<file path="config.mk">
export PLATFORM = sky130hd
export DESIGN_NAME = ascii_load_sequencer_flat
export DESIGN_NICKNAME = d
export VERILOG_FILES = /design/src/rtl/uk101_load_pkg.sv /design/src/rtl/ascii_load_sequencer_if.sv /design/src/rtl/load_fifo.sv /design/src/rtl/ascii_load_sequencer.sv /design/src/flat_wrapper.sv
export SDC_FILE = /design/constraint.sdc
export NUM_CORES = 1
export LEC_CHECK = 0
export BUFFER_PORTS_ARGS = -buffer_cell sky130_fd_sc_hd__buf_2
export CORE_MARGIN = 5
export CORE_UTILIZATION = 61
export CTS_CLUSTER_DIAMETER = 100
export DETAILED_ROUTE_END_ITERATION = 8
export PLACE_DENSITY_LB_ADDON = 0.3
export SYNTH_ARGS = -nofsm -noshare
export SYNTH_HDL_FRONTEND = slang
export SYNTH_SLANG_ARGS = --single-unit
export TNS_END_PERCENT = 1
</file>
<file path="constraint.sdc">
create_clock -name clk -period 5.5 [get_ports clk]
set_input_delay 0 -clock clk [delete_from_list [all_inputs] [get_ports clk]]
set_output_delay 0 -clock clk [all_outputs]
set_load 0.03 [all_outputs]
</file>
<file path="src/rtl/uk101_load_pkg.sv">
// -----------------------------------------------------------------------------
// uk101_load_pkg
// Shared types and constants for the UK101 text-load path (ascii_load_sequencer
// and its FIFO). Holds the sequencer state encoding, the load-source encoding,
// the ASCII line-ending codes and the pacing counter type.
// -----------------------------------------------------------------------------
package uk101_load_pkg;

  typedef enum logic [1:0] {
    S_IDLE,
    S_FETCH,
    S_PRESENT,
    S_GAP
  } state_t;

  typedef enum logic {
    SRC_FILE = 1'b0,
    SRC_UART = 1'b1
  } src_t;

  localparam logic [7:0] ASCII_CR = 8'h0D;
  localparam logic [7:0] ASCII_LF = 8'h0A;

  // 18 bits covers the 200000-cycle line-entry pause at 48 MHz.
  localparam int GAP_W = 18;
  typedef logic [GAP_W-1:0] gap_t;

endpackage

</file>
<file path="src/rtl/ascii_load_sequencer_if.sv">
// -----------------------------------------------------------------------------
// ascii_load_sequencer_if
// Bundles the text-load signals between hps_io / UART deserialiser / ACIA and
// the ascii_load_sequencer.
//   load_from       source select: 0 = file (ioctl), 1 = UART
//   ioctl_*         file download stream; ioctl_wait stalls hps_io
//   uart_valid/byte one-cycle UART byte strobe
//   rx_data/rx_full byte presented to the ACIA receive register (RDRF)
//   rx_ack          one-cycle pulse: CPU read the ACIA data register
//   busy / done     file load status and end-of-file pulse
// Modports: master = surrounding system, slave = sequencer.
// -----------------------------------------------------------------------------
interface ascii_load_sequencer_if;

  logic       load_from;
  logic       ioctl_download;
  logic       ioctl_wr;
  logic [7:0] ioctl_data;
  logic       ioctl_wait;
  logic       uart_valid;
  logic [7:0] uart_byte;
  logic [7:0] rx_data;
  logic       rx_full;
  logic       rx_ack;
  logic       busy;
  logic       done;

  modport master (
    output load_from, ioctl_download, ioctl_wr, ioctl_data,
           uart_valid, uart_byte, rx_ack,
    input  ioctl_wait, rx_data, rx_full, busy, done
  );

  modport slave (
    input  load_from, ioctl_download, ioctl_wr, ioctl_data,
           uart_valid, uart_byte, rx_ack,
    output ioctl_wait, rx_data, rx_full, busy, done
  );

endinterface

</file>
<file path="src/rtl/load_fifo.sv">
// -----------------------------------------------------------------------------
// load_fifo
// Synchronous FIFO buffering downloaded file bytes.
//   clk, n_reset     clock, asynchronous active-low reset
//   wr_en, wr_data   push (ignored while full; sets a sticky overflow flag)
//   rd_en, rd_data   pop; rd_data is registered and valid the cycle after pop
//   empty, count     occupancy status (combinational from the pointers)
//   almost_full      registered, high while occupancy >= DEPTH-2
// Pointers carry one extra wrap bit: full when the wrap bits differ and the
// index bits match. The sticky overflow flag is for debug inspection only.
// -----------------------------------------------------------------------------
module load_fifo #(
  parameter  int DEPTH = 16,
  parameter  int WIDTH = 8,
  localparam int AW    = $clog2(DEPTH)
) (
  input  logic             clk,
  input  logic             n_reset,
  input  logic             wr_en,
  input  logic [WIDTH-1:0] wr_data,
  input  logic             rd_en,
  output logic [WIDTH-1:0] rd_data,
  output logic             empty,
  output logic [AW:0]      count,
  output logic             almost_full
);

  typedef logic [AW:0] ptr_t;

  ptr_t             wr_ptr;
  ptr_t             rd_ptr;
  ptr_t             count_next;
  logic             full;
  logic             push;
  logic             pop;
  logic             overflow;
  logic [WIDTH-1:0] mem [DEPTH];

  assign empty      = (wr_ptr == rd_ptr);
  assign full       = (wr_ptr[AW] != rd_ptr[AW]) && (wr_ptr[AW-1:0] == rd_ptr[AW-1:0]);
  assign count      = wr_ptr - rd_ptr;
  assign push       = wr_en && !full;
  assign pop        = rd_en && !empty;
  // Simultaneous push and pop leave the occupancy unchanged.
  assign count_next = count + ptr_t'(push) - ptr_t'(pop);

  // NOTE: the storage array is deliberately left out of reset; only the
  // pointers define which entries are valid, and a resettable array would
  // prevent mapping onto RAM.
  always_ff @(posedge clk) begin
    if (push) mem[wr_ptr[AW-1:0]] <= wr_data;
  end

  // NOTE: sequential state uses non-blocking assignments so every register
  // samples pre-edge values regardless of statement order.
  always_ff @(posedge clk or negedge n_reset) begin
    if (!n_reset) begin
      wr_ptr      <= '0;
      rd_ptr      <= '0;
      rd_data     <= '0;
      almost_full <= 1'b0;
      overflow    <= 1'b0;
    end else begin
      if (push) wr_ptr <= wr_ptr + ptr_t'(1);
      if (pop) begin
        rd_ptr  <= rd_ptr + ptr_t'(1);
        rd_data <= mem[rd_ptr[AW-1:0]];
      end
      // Evaluated on the next occupancy so the stall is visible in the same
      // cycle the threshold is reached.
      almost_full <= (count_next >= ptr_t'(DEPTH - 2));
      overflow    <= overflow | (wr_en && full);
    end
  end

endmodule

</file>
<file path="src/rtl/ascii_load_sequencer.sv">
// -----------------------------------------------------------------------------
// ascii_load_sequencer
// Feeds text into the UK101 ACIA receive register from either the OSD file
// download (buffered in load_fifo, back-pressured with ioctl_wait) or the UART
// deserialiser. Bytes are paced: after the CPU reads a byte the sequencer
// idles CHAR_GAP cycles, or CR_GAP cycles after a CR so BASIC can process the
// line. File line endings are normalised to CR (CR LF -> CR, bare LF -> CR).
//   clk, n_reset  clock, asynchronous active-low reset
//   bus (slave)   see ascii_load_sequencer_if
// Parameters: FIFO_DEPTH (power of two, >= 4), CHAR_GAP, CR_GAP (< 2**18).
// -----------------------------------------------------------------------------
module ascii_load_sequencer
  import uk101_load_pkg::*;
#(
  parameter int FIFO_DEPTH = 16,
  parameter int CHAR_GAP   = 2000,
  parameter int CR_GAP     = 200000
) (
  input  logic                  clk,
  input  logic                  n_reset,
  ascii_load_sequencer_if.slave bus
);

  localparam int AW = $clog2(FIFO_DEPTH);

  state_t      state;
  src_t        src;
  gap_t        gap;
  logic [7:0]  rx_data_q;
  logic        rx_full_q;
  logic        busy_q;
  logic        done_q;
  logic        done_pending;
  logic        download_q;
  logic        last_cr;

  logic        fifo_wr;
  logic        fifo_rd;
  logic [7:0]  fifo_rd_data;
  logic        fifo_empty;
  logic [AW:0] fifo_count;
  logic        fifo_almost_full;

  // File bytes are only accepted while the file source is selected.
  assign fifo_wr = bus.ioctl_wr && bus.ioctl_download && !bus.load_from;
  // The pop is issued on the IDLE->FETCH transition; the registered FIFO read
  // data is then consumed in S_FETCH.
  assign fifo_rd = (state == S_IDLE) && !fifo_empty;

  load_fifo #(
    .DEPTH (FIFO_DEPTH),
    .WIDTH (8)
  ) u_fifo (
    .clk         (clk),
    .n_reset     (n_reset),
    .wr_en       (fifo_wr),
    .wr_data     (bus.ioctl_data),
    .rd_en       (fifo_rd),
    .rd_data     (fifo_rd_data),
    .empty       (fifo_empty),
    .count       (fifo_count),
    .almost_full (fifo_almost_full)
  );

  assign bus.ioctl_wait = fifo_almost_full;
  assign bus.rx_data    = rx_data_q;
  assign bus.rx_full    = rx_full_q;
  assign bus.busy       = busy_q;
  assign bus.done       = done_q;

  always_ff @(posedge clk or negedge n_reset) begin
    if (!n_reset) begin
      state        <= S_IDLE;
      src          <= SRC_FILE;
      gap          <= '0;
      rx_data_q    <= '0;
      rx_full_q    <= 1'b0;
      busy_q       <= 1'b0;
      done_q       <= 1'b0;
      done_pending <= 1'b0;
      download_q   <= 1'b0;
      last_cr      <= 1'b0;
    end else begin
      download_q <= bus.ioctl_download;
      busy_q     <= bus.ioctl_download || (fifo_count != '0);
      done_q     <= 1'b0;
      // Remember the end of a download until every buffered byte is delivered.
      if (download_q && !bus.ioctl_download) done_pending <= 1'b1;

      case (state)
        S_IDLE: begin
          if (!fifo_empty) begin
            // Buffered file bytes always drain before the source may change.
            src   <= SRC_FILE;
            state <= S_FETCH;
          end else begin
            src <= src_t'(bus.load_from);
            if (bus.load_from && bus.uart_valid) begin
              rx_data_q <= bus.uart_byte;
              rx_full_q <= 1'b1;
              state     <= S_PRESENT;
            end else if (done_pending && !bus.ioctl_download) begin
              done_q       <= 1'b1;
              done_pending <= 1'b0;
            end
          end
        end

        S_FETCH: begin
          if (fifo_rd_data == ASCII_LF && last_cr) begin
            // Second half of a CR LF pair: drop it, nothing reaches the ACIA.
            last_cr <= 1'b0;
            state   <= S_IDLE;
          end else begin
            rx_data_q <= (fifo_rd_data == ASCII_LF) ? ASCII_CR : fifo_rd_data;
            last_cr   <= (fifo_rd_data == ASCII_CR);
            rx_full_q <= 1'b1;
            state     <= S_PRESENT;
          end
        end

        S_PRESENT: begin
          if (bus.rx_ack) begin
            // The ack wins over a UART byte arriving in the same cycle.
            rx_full_q <= 1'b0;
            gap       <= (rx_data_q == ASCII_CR) ? gap_t'(CR_GAP) : gap_t'(CHAR_GAP);
            state     <= S_GAP;
          end else if (src == SRC_UART && bus.uart_valid) begin
            // ACIA overrun: the newer UART byte replaces the unread one.
            rx_data_q <= bus.uart_byte;
          end
        end

        S_GAP: begin
          // UART bytes arriving here are lost; the UART path has no buffer.
          if (gap == '0) state <= S_IDLE;
          else           gap   <= gap - gap_t'(1);
        end

        default: state <= S_IDLE;
      endcase
    end
  end

endmodule

</file>
<file path="src/flat_wrapper.sv">
// flat-port wrapper written by rule: the top's interface ports become plain ports
module ascii_load_sequencer_flat import uk101_load_pkg::*;
#(
  parameter int FIFO_DEPTH = 16,
  parameter int CHAR_GAP   = 2000,
  parameter int CR_GAP     = 200000
)
  (clk, n_reset, bus_load_from, bus_ioctl_download, bus_ioctl_wr, bus_ioctl_data, bus_uart_valid, bus_uart_byte, bus_rx_ack, bus_ioctl_wait, bus_rx_data, bus_rx_full, bus_busy, bus_done);
  ascii_load_sequencer_if bus_i ();
  input  logic clk;
  input  logic n_reset;
  input wire logic [$bits(bus_i.load_from)-1:0] bus_load_from;
  input wire logic [$bits(bus_i.ioctl_download)-1:0] bus_ioctl_download;
  input wire logic [$bits(bus_i.ioctl_wr)-1:0] bus_ioctl_wr;
  input wire logic [$bits(bus_i.ioctl_data)-1:0] bus_ioctl_data;
  input wire logic [$bits(bus_i.uart_valid)-1:0] bus_uart_valid;
  input wire logic [$bits(bus_i.uart_byte)-1:0] bus_uart_byte;
  input wire logic [$bits(bus_i.rx_ack)-1:0] bus_rx_ack;
  output wire logic [$bits(bus_i.ioctl_wait)-1:0] bus_ioctl_wait;
  output wire logic [$bits(bus_i.rx_data)-1:0] bus_rx_data;
  output wire logic [$bits(bus_i.rx_full)-1:0] bus_rx_full;
  output wire logic [$bits(bus_i.busy)-1:0] bus_busy;
  output wire logic [$bits(bus_i.done)-1:0] bus_done;
  assign bus_i.load_from = bus_load_from;
  assign bus_i.ioctl_download = bus_ioctl_download;
  assign bus_i.ioctl_wr = bus_ioctl_wr;
  assign bus_i.ioctl_data = bus_ioctl_data;
  assign bus_i.uart_valid = bus_uart_valid;
  assign bus_i.uart_byte = bus_uart_byte;
  assign bus_i.rx_ack = bus_rx_ack;
  assign bus_ioctl_wait = bus_i.ioctl_wait;
  assign bus_rx_data = bus_i.rx_data;
  assign bus_rx_full = bus_i.rx_full;
  assign bus_busy = bus_i.busy;
  assign bus_done = bus_i.done;
  ascii_load_sequencer #(.FIFO_DEPTH(FIFO_DEPTH), .CHAR_GAP(CHAR_GAP), .CR_GAP(CR_GAP)) u_core (.clk(clk), .n_reset(n_reset), .bus(bus_i));
endmodule
</file>
## Word-level counts from Yosys, hierarchy flattened

Memories as Yosys holds them, arrays and structs flattened. A register that Yosys moved wholly into a read port is not among the register bits.
Cells that the tools add are included.

| operators by class | value |
|---|---|
| add/subtract/negate cells | 6 |
| $lt $le $gt $ge | 1 |
| reductions and logical operators | 26 |
| multiplexer cells | 35 |
| eq/ne operators | 18 |

Operators with widths:

| cell | number |
|---|---|
| $mux W18 | 3 |
| $mux W8 | 6 |
| $pmux W18 S2 | 1 |
| $eq A8 B4 Y1 const B | 3 |
| $pmux W8 S3 | 1 |
| $logic_not A18 Y1 | 1 |
| $sub A18 B1 Y18 const B | 1 |
| $mux W1 | 17 |
| $logic_and A1 B1 Y1 | 11 |
| $add A5 B1 Y5 const B | 2 |
| $mux W2 | 5 |
| $ne A2 B2 Y1 const B | 5 |
| $pmux W2 S4 | 1 |
| $ne A2 B1 Y1 const B | 3 |
| $reduce_and A3 Y1 | 2 |
| $reduce_and A6 Y1 | 1 |
| $add A5 B1 Y5 | 1 |
| $eq A5 B5 Y1 | 1 |
| $ge A5 B4 Y1 const B | 1 |
| $logic_not A1 Y1 | 5 |
| $reduce_and A5 Y1 | 1 |
| $reduce_bool A5 Y1 | 1 |
| $sub A5 B1 Y5 | 1 |
| $sub A5 B5 Y5 | 1 |
| other kinds (10) | 11 |

| word-level totals | value |
|---|---|
| input port bits | 23 |
| bits in writable memories | 128 |
| word-level logic and storage cells | 100 |
| output and inout port bits | 12 |
| flip-flop bits (word level) | 46 |
| memories kept | 1 |

Memories:

| name | depth | bits a word | rd ports | clocked after Yosys merged registers in | wr ports | RTL line | source |
|---|---|---|---|---|---|---|---|
| u_core.u_fifo.mem | 16 | 8 | 1 | 1 | 1 | load_fifo.sv:37 | `logic [WIDTH-1:0] mem [DEPTH];` |

## Depth between registers and ports, before layout

| depth | value |
|---|---|
| depth in word-level cells | 7 |
| gate-level depth with buffers | 18 |
| gate-level depth less buffers | 14 |

## Cells and area by module

Synthesis repeated with hierarchy kept, for this count alone.

| second synthesis, totals | value |
|---|---|
| cells, all modules | 539 |
| area total of the unflattened synthesis | 8064.0 um^2 |

Modules (own cells, without submodules):

| module | area each (um^2) | sequential area each (um^2) | instances | cells each |
|---|---|---|---|---|
| load_fifo | 6143.4 | 4319.1 | 1 | 336 |
| ascii_load_sequencer | 1920.6 | 875.8 | 1 | 203 |

## Least setup slack after synthesis

Ideal clock, no wire load.

| timing path | value |
|---|---|
| path kind | register to register |
| start | register u_core.u_fifo.rd_ptr[1] |
| end | register u_core.u_fifo.almost_full |
| period minus slack after synthesis | 4255 ps |
| arrival | 4137 ps |
| setup slack | 1245 ps |
| setup time | 118 ps |
| data required time | 5382 ps |
| stages on the path, launching flop included | 19 |
| path buffers | 4 |
| cell sequence | dfrtp_1 -> clkbuf_1 -> buf_2 -> buf_1 -> inv_1 -> ha_1 -> nand4_1 -> o21ai_1 -> inv_1 -> clkbuf_1 -> ha_1 -> inv_1 -> ha_1 -> fa_1 -> a21o_1 -> a21oi_1 -> xnor3_1 -> xnor3_1 -> nand2_1 |

| on the way | value |
|---|---|
| elaborated cells between the ends (all ways) | 12 |
| those cells by class | add/sub: 3; order compare: 1; eq/ne: 2; reduce/logical: 6 |

RTL lines:

| what | RTL line | source |
|---|---|---|
| start, declared | load_fifo.sv:31 | `ptr_t rd_ptr;` |
| start signal, assigned | load_fifo.sv:66 | `rd_ptr <= rd_ptr + ptr_t'(1);` |
| $eq A5 B5 Y1 * | load_fifo.sv:39 | `assign empty = (wr_ptr == rd_ptr);` |
| $logic_not A1 Y1 * | load_fifo.sv:43, ascii_load_sequencer.sv:48 |  |
| $logic_and A1 B1 Y1 | ascii_load_sequencer.sv:48 | `assign fifo_rd = (state == S_IDLE) && !fifo_empty;` |
| $logic_and A1 B1 Y1 * | load_fifo.sv:43 | `assign pop = rd_en && !empty;` |
| net u_core.u_fifo.pop | load_fifo.sv:35 | `logic pop;` |
| $sub A5 B1 Y5 * | load_fifo.sv:45 | `assign count_next = count + ptr_t'(push) - ptr_t'(pop);` |
| $ge A5 B4 Y1 * | load_fifo.sv:71 | `almost_full <= (count_next >= ptr_t'(DEPTH - 2));` |
| end signal, assigned | load_fifo.sv:71 |  |
| end, declared | load_fifo.sv:25 | `output logic almost_full` |

Mark *: on every way through the listed nets, which the timed path passes. The rest lies on a longest branch.
A chain may end at the register's enable or synchronous reset.

## Final worst setup path

| timing path | value |
|---|---|
| start | register u_core.u_fifo.rd_ptr[3] |
| end | register u_core.u_fifo.almost_full |

| on the way | value |
|---|---|
| longest elaborated chain between the ends | 7 |
| elaborated cells between the ends (all ways) | 12 |
| those cells by class | add/sub: 3; order compare: 1; eq/ne: 2; reduce/logical: 6 |

RTL lines:

| what | RTL line |
|---|---|
| branches (longest 5 deep; another with $sub A5 B5 Y5) | -- |
| $sub A5 B1 Y5 * | load_fifo.sv:45 |
| $ge A5 B4 Y1 * | load_fifo.sv:71 |

Mark *: on every way between the ends.

==> reports/metrics.cfg <==
[status]
status = completed

[die]
start_util = 0.6158
row_count = 42
die_w_microns = 125.2
core-area_sq_um = 13140
dieArea_sq_um = 15670
die_y_microns = 125.2
boundaryPins = 35

[critical_path]
worstSetupStartpointType = flop
reg2reg_to = u_core.u_fifo.almost_full
end_kind = flop
r2r_slack_ns = 1.11
crit_fanout = 22
slowest_stage = dfrtp_1
required_ns = 5.82
r2r-start = u_core.u_fifo.rd_ptr[3]
path_cells = inv_1, ha_1, nand4_1, o21ai_1, inv_1, ha_1, inv_1, ha_1, fa_1, a21o_1, a21oi_1, xnor3_1, xnor3_1, nand2_1
crit_type = flop to flop
slowest_delay_ns = 0.70
worstPathArrival_ns = 4.71
rr_worst_depth = 14

[min_path]
hold_end = u_core.u_fifo.wr_ptr[0]
hold-path-cell-count = 4
hp-start = bus_ioctl_wr
hp-class = input port to flop

[yosys]
synthArstFlopShare = 0.2967
synth-xor-area-share = 0.02165
seq_area_frac_synth = 0.6421
synth_nets = 565
synth-simple-area-share = 0.08846
synth_common_cells = edfxtp_1, dfrtp_1, mux4_2
ys.flop_type = edfxtp_1
synth_top_area_cell = edfxtp_1
synth-compound-area-share = 0.07021
yosysTopAreaCellShare = 0.4751
synth_mux_area_frac = 0.1243
ys_seq_elements = 182
avgSynthCellArea_sq_um = 15.44
yosysWarnings = 0
ys_types = 69
synth_fa_ha_area_frac = 0.02969
synth_edf_count = 128
yosys-top-cells-area = edfxtp_1, dfrtp_1, mux4_2
yosysMostFrequentCell = edfxtp_1
netlist_area_sq_um = 8090
syn-instance-count = 524
synth_top_family_by_area = multiplexers

[routing]
firstDrtPassIters = 5
drc_errors = 0
wirelength_microns = 17050
postRouteAntennaNets = 0
routed-via-count = 4741
wl_per_cell_microns = 22.29
drt_iter0_markers = 440
avgViaCountPerCell = 6.197

[timing]
slew_viol_final = 0
relSlewSlack = 0.1122
fmax_ghz = 0.2276
finClkSkew_ns = 0.009272
worst_slew_pin_slew_ns = 1.322
post-route-period-util = 0.7989
tns_ns = 0
layout_min_cycle_time_ns = 4.394
rsz0062_at_grt = false
final_hold_viol_count = 0
setup_violations = 0

[clocking]
clock_sinks = 182
insertion_delay_ns = 0.43
htree_num_levels = 4
path_clk_slew_ns = 0.07
cts_setup_buffers = 0
clock_path_buffers = 2
root_buffer = clkbuf_16
cts_tree = built
numCtsBuffers = 17

[global_routing]
grt_pass1_wl_microns = 27530
grt_usage = 0.2292
grt_pass1_vias = 4896
grt_start_max_net_pins = 55
grt_antenna_before_repair = 0
overflow = 0

[finish]
final_net_count = 617
drive_gt1_frac = 0.2224
multiInputGateArea_sq_um = 2705
num-fill-cells = 871
final-instance-count-excl-fill = 765
ff_latch_area_sq_um = 5196
synthToLayoutAreaGrowth_pct = 13.30
diodes = 0

[placement]
place_hpwl_microns = 11030
place.gp.congestion = 0.9023
portBuffers = 34
place_inst = 713

[pwr]
power-per-cell-area_nw_per_um2 = 348.7
total_power_mw = 3.196
irDropWorstVdd_v = 0.0002761
power.leakage_nw = 3.361

[flow_run]
maxCapViolations = 0

worst max-delay path by stage:
stage	from	endpoint	slack [ns]	cells past startpoint
final	u_core.u_fifo.rd_ptr[3]	u_core.u_fifo.almost_full	1.11	14
after CTS	u_core.u_fifo.rd_ptr[3]	u_core.u_fifo.almost_full	1.16	14
after global routing	u_core.u_fifo.rd_ptr[3]	u_core.u_fifo.almost_full	0.74	14
after detailed placement	u_core.u_fifo.rd_ptr[3]	u_core.u_fifo.almost_full	1.16	14
after floorplan	u_core.u_fifo.rd_ptr[1]	u_core.u_fifo.almost_full	1.24	18
after global placement	u_core.u_fifo.rd_ptr[3]	u_core.u_fifo.almost_full	1.40	14
registers in the layout, indices dropped and copies added, names as in the netlist:
register,count
u_core.bus.busy,1
u_core.bus.done,1
u_core.bus.rx_data,8
u_core.bus.rx_full,1
u_core.done_pending,1
u_core.download_q,1
u_core.gap,18
u_core.last_cr,1
u_core.src,1
u_core.state,2
u_core.u_fifo.almost_full,1
u_core.u_fifo.mem,128
u_core.u_fifo.rd_data,8
u_core.u_fifo.rd_ptr,5
u_core.u_fifo.wr_ptr,5
repair_timing:
action / in CTS / in global routing
resized for setup: 0 / 0
hold endpoints to repair: 197 / 0
hold buffers: 20 / 0
through the flow:
stage	setup WS (ns)	hold WS (ns)	util	instance area [sq um]
3_3_place_gp	1.396	0.1504	0.6394	8401
4_1_cts	1.160	0.03197	0.6977	9166
2_1_floorplan	1.245	-0.2956	-	8090
5_1_grt	0.7445	0.06343	0.6977	9166
6_report	1.106	0.04183	0.6977	9166
3_5_place_dp	1.157	0.1569	0.6394	8401
layout by cell type, fill, tap and decap left out, types with 9 or more instances in the layout:
master,instances
mux4_2,32
xnor2_1,9
ha_1,16
dlygate4sd3_1,20
nor2_1,30
nand3_1,11
dfrtp_1,53
clkbuf_16,17
o21ai_0,10
a21oi_1,10
inv_1,20
buf_2,34
mux2_2,12
mux2i_1,15
nand2_1,27
edfxtp_1,128
cells by family (layout without fill, tap and decap cells):
family,after synthesis,count (layout)
DFF,182,182
and+or+nand+nor,131,131
AOI/OAI and AO/OA,72,72
muxes,59,59
buffers and inverters,46,111
adders and majority gates,18,18
xor gates and xnor gates,16,16
routing by layer:
layer  up-vias  track usage  wire, microns
met5         -            0              0
met4         0      0.05995            256
met3        27      0.05928            950
met2       178       0.3752           8522
met1      2393       0.3113           7324
li1       2143            -              -
layout make-up:
cell class / count / area share
Sequential cell: 182 / 0.5669
Multi-Input combinational cell: 296 / 0.2951
Clock buffer: 17 / 0.04641
Timing Repair Buffer: 58 / 0.04368
Tap cell: 176 / 0.02402
Clock inverter: 15 / 0.01529
Inverter: 21 / 0.008600
power by group:
group	switching, mW	internal (mW)	leakage [nW]	total (mW)
clock	0.561	0.598	0.262	1.16
sequential	0.0424	1.52	1.81	1.56
combinational	0.264	0.210	1.29	0.475
worst max-delay path, delay by kind of cell (launching register included):
kind,cells,cell delay (ns)
adder cells (fa/ha/maj),4,1.43
AND/OR/NAND/NOR,2,0.21
XOR/XNOR,2,0.46
AO/OA/AOI/OAI,3,0.88
buffers and inverters,3,0.60
flip-flops,1,0.70
No activity file was read; power rests on OpenSTA's default activity.
